<file path="src/rtl/key_pkg.sv">
// Shared definitions for the key front-end: FSM encoding, 50 MHz board defaults
// and a counter-width helper.
package key_pkg;

    localparam logic [1:0] ST_IDLE         = 2'd0;
    localparam logic [1:0] ST_PRESS_WAIT   = 2'd1;
    localparam logic [1:0] ST_PRESSED      = 2'd2;
    localparam logic [1:0] ST_RELEASE_WAIT = 2'd3;

    typedef enum logic [1:0] {
        IDLE         = ST_IDLE,
        PRESS_WAIT   = ST_PRESS_WAIT,
        PRESSED      = ST_PRESSED,
        RELEASE_WAIT = ST_RELEASE_WAIT
    } key_state_e;

    localparam int DEBOUNCE_DEF = 500000;    // 10 ms at 50 MHz
    localparam int LONG_DEF     = 50000000;  // 1 s at 50 MHz

    // Counter width able to hold n-1, never narrower than one bit.
    function automatic int cnt_w(input int n);
        return (n > 1) ? $clog2(n) : 1;
    endfunction

endpackage

</file>
<file path="src/rtl/sync_2ff.sv">
// Two-flop synchroniser for W asynchronous pins, with a synchronous reset value.
module sync_2ff #(
    parameter int           W       = 1,
    parameter logic [W-1:0] RST_VAL = '0
) (
    input  logic         clk,
    input  logic         rst,
    input  logic [W-1:0] d,
    output logic [W-1:0] q
);

    logic [W-1:0] meta;

    always_ff @(posedge clk) begin
        if (rst) begin
            meta <= RST_VAL;
            q    <= RST_VAL;
        end else begin
            meta <= d;
            q    <= meta;
        end
    end

endmodule

</file>
<file path="src/rtl/key_debounce.sv">
// Push-button front-end: synchronise the pin, debounce with a stability counter
// and emit a clean level plus press / release / long-press strobes.
module key_debounce
    import key_pkg::*;
#(
    parameter int DEBOUNCE   = DEBOUNCE_DEF,
    parameter int LONG       = LONG_DEF,
    parameter bit ACTIVE_LOW = 1'b1
) (
    input  logic clk,
    input  logic rst,
    input  logic key_raw,
    output logic key_level,
    output logic key_press,
    output logic key_release,
    output logic key_long
);

    localparam int CW = cnt_w(DEBOUNCE);
    localparam int HW = cnt_w(LONG);
    localparam logic [CW-1:0] CNT_LAST  = CW'(DEBOUNCE - 1);
    localparam logic [HW-1:0] HOLD_LAST = HW'(LONG - 1);

    logic p, s;
    assign p = key_raw ^ ACTIVE_LOW;

    sync_2ff #(.W(1), .RST_VAL(1'b0)) u_sync (
        .clk (clk),
        .rst (rst),
        .d   (p),
        .q   (s)
    );

    key_state_e    state;
    logic [CW-1:0] cnt;
    logic [HW-1:0] hold;
    logic          long_done;

    always_ff @(posedge clk) begin
        if (rst) begin
            state       <= IDLE;
            cnt         <= '0;
            hold        <= '0;
            long_done   <= 1'b0;
            key_level   <= 1'b0;
            key_press   <= 1'b0;
            key_release <= 1'b0;
            key_long    <= 1'b0;
        end else begin
            key_press   <= 1'b0;
            key_release <= 1'b0;
            key_long    <= 1'b0;
            case (state)
                IDLE: begin
                    if (s) begin
                        state <= PRESS_WAIT;
                        cnt   <= '0;
                    end
                end
                PRESS_WAIT: begin
                    if (!s) begin
                        state <= IDLE;
                    end else if (cnt == CNT_LAST) begin
                        state     <= PRESSED;
                        key_level <= 1'b1;
                        key_press <= 1'b1;
                        hold      <= '0;
                        long_done <= 1'b0;
                    end else begin
                        cnt <= cnt + CW'(1);
                    end
                end
                PRESSED: begin
                    // hold keeps counting on the cycle the pin first drops
                    if (hold != HOLD_LAST) hold <= hold + HW'(1);
                    if (hold == HOLD_LAST && !long_done) begin
                        key_long  <= 1'b1;
                        long_done <= 1'b1;
                    end
                    if (!s) begin
                        state <= RELEASE_WAIT;
                        cnt   <= '0;
                    end
                end
                RELEASE_WAIT: begin
                    // bounce back keeps hold and long_done so nothing re-fires
                    if (s) begin
                        state <= PRESSED;
                    end else if (cnt == CNT_LAST) begin
                        state       <= IDLE;
                        key_level   <= 1'b0;
                        key_release <= 1'b1;
                    end else begin
                        cnt <= cnt + CW'(1);
                    end
                end
                default: state <= IDLE;
            endcase
        end
    end

endmodule

</file>
<file path="config.mk">
export PLATFORM = sky130hd
export DESIGN_NAME = key_debounce
export DESIGN_NICKNAME = d
export VERILOG_FILES = /design/src/rtl/key_pkg.sv /design/src/rtl/sync_2ff.sv /design/src/rtl/key_debounce.sv
export SDC_FILE = /design/constraint.sdc
export NUM_CORES = 1
export LEC_CHECK = 0
export CAP_MARGIN = 5
export CORE_UTILIZATION = 50
export DETAILED_ROUTE_END_ITERATION = 6
export PLACE_DENSITY = 0.67
export SLEW_MARGIN = 20
export SYNTH_ARGS = -nofsm -noshare
export SYNTH_HDL_FRONTEND = slang
export SYNTH_SLANG_ARGS = --single-unit
export TNS_END_PERCENT = 5
</file>
<file path="constraint.sdc">
create_clock -name clk -period 5.91 [get_ports clk]
set_input_delay 1.4775 -clock clk [delete_from_list [all_inputs] [get_ports clk]]
set_output_delay 1.4775 -clock clk [all_outputs]
set_load 0.05 [all_outputs]
</file>
==> results of run 1 <==
==> layout by cell type (no fill, tap or decap), drive strengths merged, types with 10 or more instances in the layout <==
cell and n:
o21ai 10, nor2 19, dfxtp 54, nand4 12, nand3 26, a21oi 26
nand2 40, mux2i 12, or4 14
==> stage by stage <==
stage | total power (uW) | setup WS (ns) | area (um^2)
after floorplan | 390 | 3.18 | 2840
after global placement | 396 | 3.00 | 2950
after detailed placement | 397 | 2.98 | 2950
after CTS | 611 | 2.95 | 3050
after global routing | 627 | 2.92 | 3050
final | 605 | 2.97 | 3050
==> state kept, by name, summed over array words and instances, names as in the netlist, named ones only <==
signal and count:
long_done 1, u_sync.meta 1, key_press 1, hold 26, cnt 19, key_release 1
key_level 1, state 1, key_long 1, u_sync.q 1
==> per-layer routing <==
metal	part of all wire (%)	wire [um]	GRT usage (%)
met4	1.0	63	6.04
met2	44	2690	32.5
met1	52	3240	32.6
met3	3.2	196	4.05
met5	0	0	0
==> power breakdown <==
group	switching [uW]	leakage (uW)	internal (uW)	total (uW)
sequential	1.46	0.000435	365	367
combinational	15.0	0.000378	6.66	21.6
clock	122	0.0000472	94.5	217
==> layout make-up <==
class | count | share of cell area, %
Multi-Input combinational cell | 255 | 53.9
Timing Repair Buffer | 13 | 3.69
Clock buffer | 6 | 2.71
Sequential cell | 54 | 35.5
Inverter | 7 | 0.862
Tap cell | 72 | 2.95
Clock inverter | 2 | 0.410
==> logic make-up (layout without fill, tap and decap cells) <==
family / after synthesis / count (layout)
adders and majority gates: 2 / 2
buffers and inverters: 26 / 28
DFF: 54 / 54
and+or+nand+nor: 156 / 156
AOI/OAI and AO/OA: 79 / 79
xor gates and xnor gates: 6 / 6
muxes: 12 / 12
==> how the worst max path moves through the flow <==
| stage | from | end | slack (ns) | depth (start not counted) |
|---|---|---|---|---|
| after floorplan | rst | hold[24] | 3.18 | 5 |
| after global placement | rst | cnt[7] | 3.00 | 6 |
| after detailed placement | rst | cnt[6] | 2.98 | 6 |
| after CTS | key_level | key_level | 2.95 | 1 |
| after global routing | key_level | key_level | 2.92 | 1 |
| final | key_level | key_level | 2.97 | 1 |
==> cell usage after synthesis (all sizes together), types with 2 or more instances <==
master	number
dfxtp	54
nand2	40
a21oi	26
nand3	26
nor2	19
clkbuf	16
or4	14
mux2i	12
nand4	12
o21ai	10
nand2b	9
nor3	9
o31ai	9
a311oi	8
inv	7
or3	7
a211oi	6
a31oi	6
xnor2	4
buf	3
nor2b	3
nor4	3
nor4b	3
a41oi	2
and2	2
and3	2
ha	2
o211ai	2
or4b	2
or4bb	2
xor2	2
==> results.yml, run 1 <==
status:
  run_status: "completed"
setup_path:
  regToRegEndpoint: "hold[22]"
  critical_path.startpoint_type: "flip-flop"
  path_buf_inv: 1
  worst-r2r-setup-slack_ns: 3.18
  worst_setup_path_end_kind: "output pin"
  crit_path_max_fanout: 3
  cp_data_arrival_time_ns: 1.46
  path_delay_family: "buffers and inverters"
  setup.worst_path.class: "reg -> out"
  worst_r2r_path_depth: 7
  worstPathCellList: "clkdlybuf4s50_1"
  critical_path.reg2reg.startpoint: "hold[0]"
  critical_path.max_stage_delay_ns: 0.80
  critical_path.slowest_cell: "clkdlybuf4s50_1"
  critical_path_data_required_time_ns: 4.43
logic_synthesis:
  synth_compound_area_share_pct: 20.9
  multiplexer_share_of_the_synthesized_area_pct: 4.24
  synthesis.instances: 335
  area_of_the_mapped_netlist_um2: 2840
  synth-simple-area-share_pct: 30.1
  synth.avg_cell_area_um2: 8.46
  yosysSeqAreaShare_pct: 38.1
  postSynthNetCount: 340
  synth_area_leader_cell: "dfxtp_1"
  fraction_of_synthesis_flops_using_an_asynchronous_set_or_reset_pin_pct: 0
  number_of_enable_flip_flop_cells_after_synthesis: 0
  synth_flop_cell: "dfxtp_1"
  netlist.area_leader.share_pct: 38.1
  synth-seq-cells: 54
  main_combinational_cell_family_by_area_after_synthesis: "simple AND/OR/NAND/NOR gates"
  netlist_top_cells_area: "dfxtp_1, nand2_1, a21oi_1, nand3_1, mux2i_1"
  synth_fa_ha_area_share_pct: 0.883
  yosys_synthesis_warning_count: 0
  synthXorXnorAreaFrac_pct: 1.85
  synth.distinct_cells: 50
hold_path:
  hold_end: "key_long"
  min-delay-start: "long_done"
  worstHoldPathCells: 1
  hold_class: "reg -> reg"
route:
  drt_wl_total_um: 6190
  dr.pass1.iters: 4
  detail_route.wl_per_cell_um: 15.1
  route.antenna.remaining_nets: 0
  drc_errors: 0
  vias_post_dr: 2506
  drt_iter0_drcs: 157
  via_density_per_instance: 6.13
timing:
  report.final.slew_viol_count: 0
  worst_clock_skew_on_the_final_layout_ns: 0.00441
  setup_viol: 0
  slew-limit-headroom_pct: 50.7
  fin_setup_tns_ns: 0
  hold_slack_ns: 0.427
  clock.fmax_mhz: 340
  min_period_over_period_pct: 49.8
  rsz0062_at_grt: "no"
  min_period_ns: 2.94
  actual_transition_at_the_worst_max_transition_pin_ns: 0.733
  report.final.hold_viol_count: 0
floorplan:
  die_w_um: 77.3
  initial_core_util_pct: 51.8
  coreArea_um2: 5470
  die_y_um: 77.3
  floorplan.die_area_um2: 5980
  io_pins: 7
  placementRows: 27
power:
  power.ir.vdd_worst_mv: 0.132
  leakage_uw: 0.000861
  power-per-cell-area_nw_per_um2: 198
grt:
  overflow: 0
  initial_antenna_violation_count: 0
  grt_first_pass_wirelength_um: 10600
  vias_in_the_first_global_route: 2196
  overall_track_demand_over_capacity_in_global_routing_pct: 22.1
  largest_net_degree_at_the_start_of_global_routing: 30
cells_and_area:
  seq_area_um2: 1080
  postLayoutCoreUtil_pct: 55.7
  finalNetCount: 341
  layout-area-overhead-vs-synth_pct: 7.55
  insertedDiodeCount: 0
  fillCellCount: 522
  layout-drive-gt1-share_pct: 8.61
  post_layout_nonfiller_instances: 409
  multi_input_area_um2: 1640
clock_tree:
  cts.path.max_buffers: 2
  clk_root_buffer_cell: "clkbuf_8"
  clk-insertion-delay-late_ns: 0.31
  cts_hold_repair.buffers: 0
  ctsResizeCount: 0
  cts.reportedPaths.clkPinSlew_ns: 0.10
  clkSinkCount: 54
  cts_tree: "done"
  cts_inserted_buffers: 5
  number_of_levels_the_h_tree_was_split_into: 2
  post_cts.repair.setup_buffers: 0
flow_run:
  maxCapViolations: 0
place:
  placement.io_buffers: 6
  dp.final_hpwl_um: 4250
  place_congestion: 0.806
  placed_cells_incl_taps: 401
Note: power is estimated with default switching activity, not from simulation.
==> run 2: changes to the inputs <==
--- a/config.mk
+++ b/config.mk
@@ -8,7 +8,7 @@
 export CAP_MARGIN = 5
 export CORE_UTILIZATION = 50
 export DETAILED_ROUTE_END_ITERATION = 6
-export PLACE_DENSITY = 0.67
+export PLACE_DENSITY = 0.69
 export SLEW_MARGIN = 20
 export SYNTH_ARGS = -nofsm -noshare
 export SYNTH_HDL_FRONTEND = slang
==> constraint.sdc (replaced) <==
create_clock -name clk -period 2.4 [get_ports clk]
set_input_delay 0.6 -clock clk [delete_from_list [all_inputs] [get_ports clk]]
set_output_delay 0.6 -clock clk [all_outputs]
set_load 0.05 [all_outputs]
==> run 2 against run 1 <==
Global-route usage grew 1.9 points. Total power grew to 2.7 times the previous value. Register-to-register slack got worse by 3.1 ns. Clock power grew to 3.0 times the previous value. Sequential power increased by 150%. Sequential cell count did not move. Sequential share of layout area shrank 2.5 points.
==> results.yml, run 2 (synthesis results as in run 1) <==
clock_tree:
  clk-insertion-delay-late_ns: 0.32
  cts_hold_repair.buffers: 0
  cts_inserted_buffers: 5
  clkSinkCount: 54
  clk_root_buffer_cell: "clkbuf_8"
  cts.reportedPaths.clkPinSlew_ns: 0.12
  cts_tree: "done"
  post_cts.repair.setup_buffers: 0
  number_of_levels_the_h_tree_was_split_into: 2
  cts.path.max_buffers: 2
setup_path:
  worst_setup_path_end_kind: "flip-flop"
  path_buf_inv: 1
  setup.worst_path.class: "reg -> reg"
  critical_path.slowest_cell: "or4_4"
  worstPathCellList: "or4b_1 > or4_4 > o41ai_4 > bufbuf_16 > or4_1 > a31oi_1"
  path_delay_family: "simple AND/OR/NAND/NOR gates"
  critical_path_data_required_time_ns: 2.59
  crit_path_max_fanout: 11
  critical_path.startpoint_type: "flip-flop"
  cp_data_arrival_time_ns: 2.54
  critical_path.max_stage_delay_ns: 0.52
cells_and_area:
  seq_area_um2: 1080
  layout-drive-gt1-share_pct: 14.2
  top_regs: "hold (26), cnt (19)"
  insertedDiodeCount: 0
  multi_input_area_um2: 1650
  finalNetCount: 363
  mostFrequentLayoutCell: "dfxtp_1"
  post_layout_nonfiller_instances: 431
  commonest_cells_after_routing_fill_and_taps_aside: "dfxtp_1, nand2_1, buf_4"
  layout-area-overhead-vs-synth_pct: 15.8
  largest-register: "hold"
  fillCellCount: 505
  largest_register_ffs: 26
power:
  comb_power_share_pct: 3.5
  leakage_uw: 0.00101
  power-per-cell-area_nw_per_um2: 490
  clockPowerShare_pct: 40.3
  switchingPower_uw: 373
  power_switching_share_pct: 23.2
  finalPower_uw: 1610
  seqPwrFrac_pct: 56.2
  power.internal_uw: 1230
  power.ir.vdd_worst_mv: 0.267
timing:
  worst_clock_skew_on_the_final_layout_ns: 0.0161
  min_period_over_period_pct: 97.7
  actual_transition_at_the_worst_max_transition_pin_ns: 0.551
  setup_viol: 0
  rsz0062_at_grt: "yes"
  slew-limit-headroom_pct: 62.9
  report.final.slew_viol_count: 0
  min_period_ns: 2.35
  clock.fmax_mhz: 426
  report.final.hold_viol_count: 0
route:
  vias_post_dr: 2643
  dr.pass1.iters: 4
  detail_route.wl_per_cell_um: 15.5
  route.antenna.remaining_nets: 0
  drc_errors: 0
  via_density_per_instance: 6.13
  drt_iter0_drcs: 205
  drt_wl_total_um: 6690
floorplan:
  floorplan.die_area_um2: 5980
  initial_core_util_pct: 51.8
  die_w_um: 77.3
  die_y_um: 77.3
  io_pins: 7
  placementRows: 27
  coreArea_um2: 5470
grt:
  grt_first_pass_wirelength_um: 11500
  vias_in_the_first_global_route: 2397
  overflow: 0
  largest_net_degree_at_the_start_of_global_routing: 30
  overall_track_demand_over_capacity_in_global_routing_pct: 24.0
  initial_antenna_violation_count: 0
hold_path:
  hold_class: "reg -> reg"
status:
  run_status: "completed"
place:
  place_congestion: 0.858
  placement.io_buffers: 6
  placed_cells_incl_taps: 422
  dp.final_hpwl_um: 4490
flow_run:
  maxCapViolations: 0
-- run 2: through the flow --
step	utilization [%]	worst slack (ns)	cell area, um^2	TNS [ns]	hold WS [ns]
after floorplan	-	0.0519	2840	0	0.398
after global placement	57.1	0.0586	3120	0	0.409
after detailed placement	57.1	0.0214	3120	0	0.417
after CTS	59.8	0.0840	3270	0	0.433
after global routing	60.0	-0.0416	3280	-0.107	0.458
final	60.0	0.0549	3280	0	0.430
-- run 2: layout make-up --
class / count / area share, %
tap: 72 / 2.74
clock inverter: 3 / 1.49
clock buffer: 5 / 2.10
multi-input combinational: 255 / 50.3
sequential: 54 / 32.9
inverter: 7 / 0.800
timing repair buffer: 35 / 9.60
-- run 2: what timing repair did --
item                                    CTS  global route
resized for setup                         0             2
endpoints found under the setup margin    5            11
pin swaps                                 1             0
cloned                                    1             0
-- run 2: power by group through the flow --
stage / Combinational, uW / Sequential [uW] / Clock (uW)
6_report: 55.8 / 903 / 648
5_1_grt: 59.9 / 904 / 698
4_1_cts: 55.0 / 903 / 658
3_5_place_dp: 54.8 / 923 / 0
3_3_place_gp: 53.4 / 923 / 0
2_1_floorplan: 33.1 / 927 / 0
-- run 2: metal layers --
metal / wire length (um) / up-vias / track usage [%]
li1: - / 1312 / -
met1: 3300 / 1243 / 34.8
met2: 2900 / 76 / 35.0
met3: 362 / 12 / 4.52
met4: 118 / 0 / 8.30
met5: 0 / - / 0
-- run 2: path summary, 6_finish.rpt --
path         startpoint  endpoint  slack, ns  depth (start not counted)
max             hold[8]   hold[7]       0.05                          6
min           long_done  key_long       0.43                          1
max reg2reg     hold[8]   hold[7]       0.05                          6
min reg2reg   long_done  key_long       0.43                          1
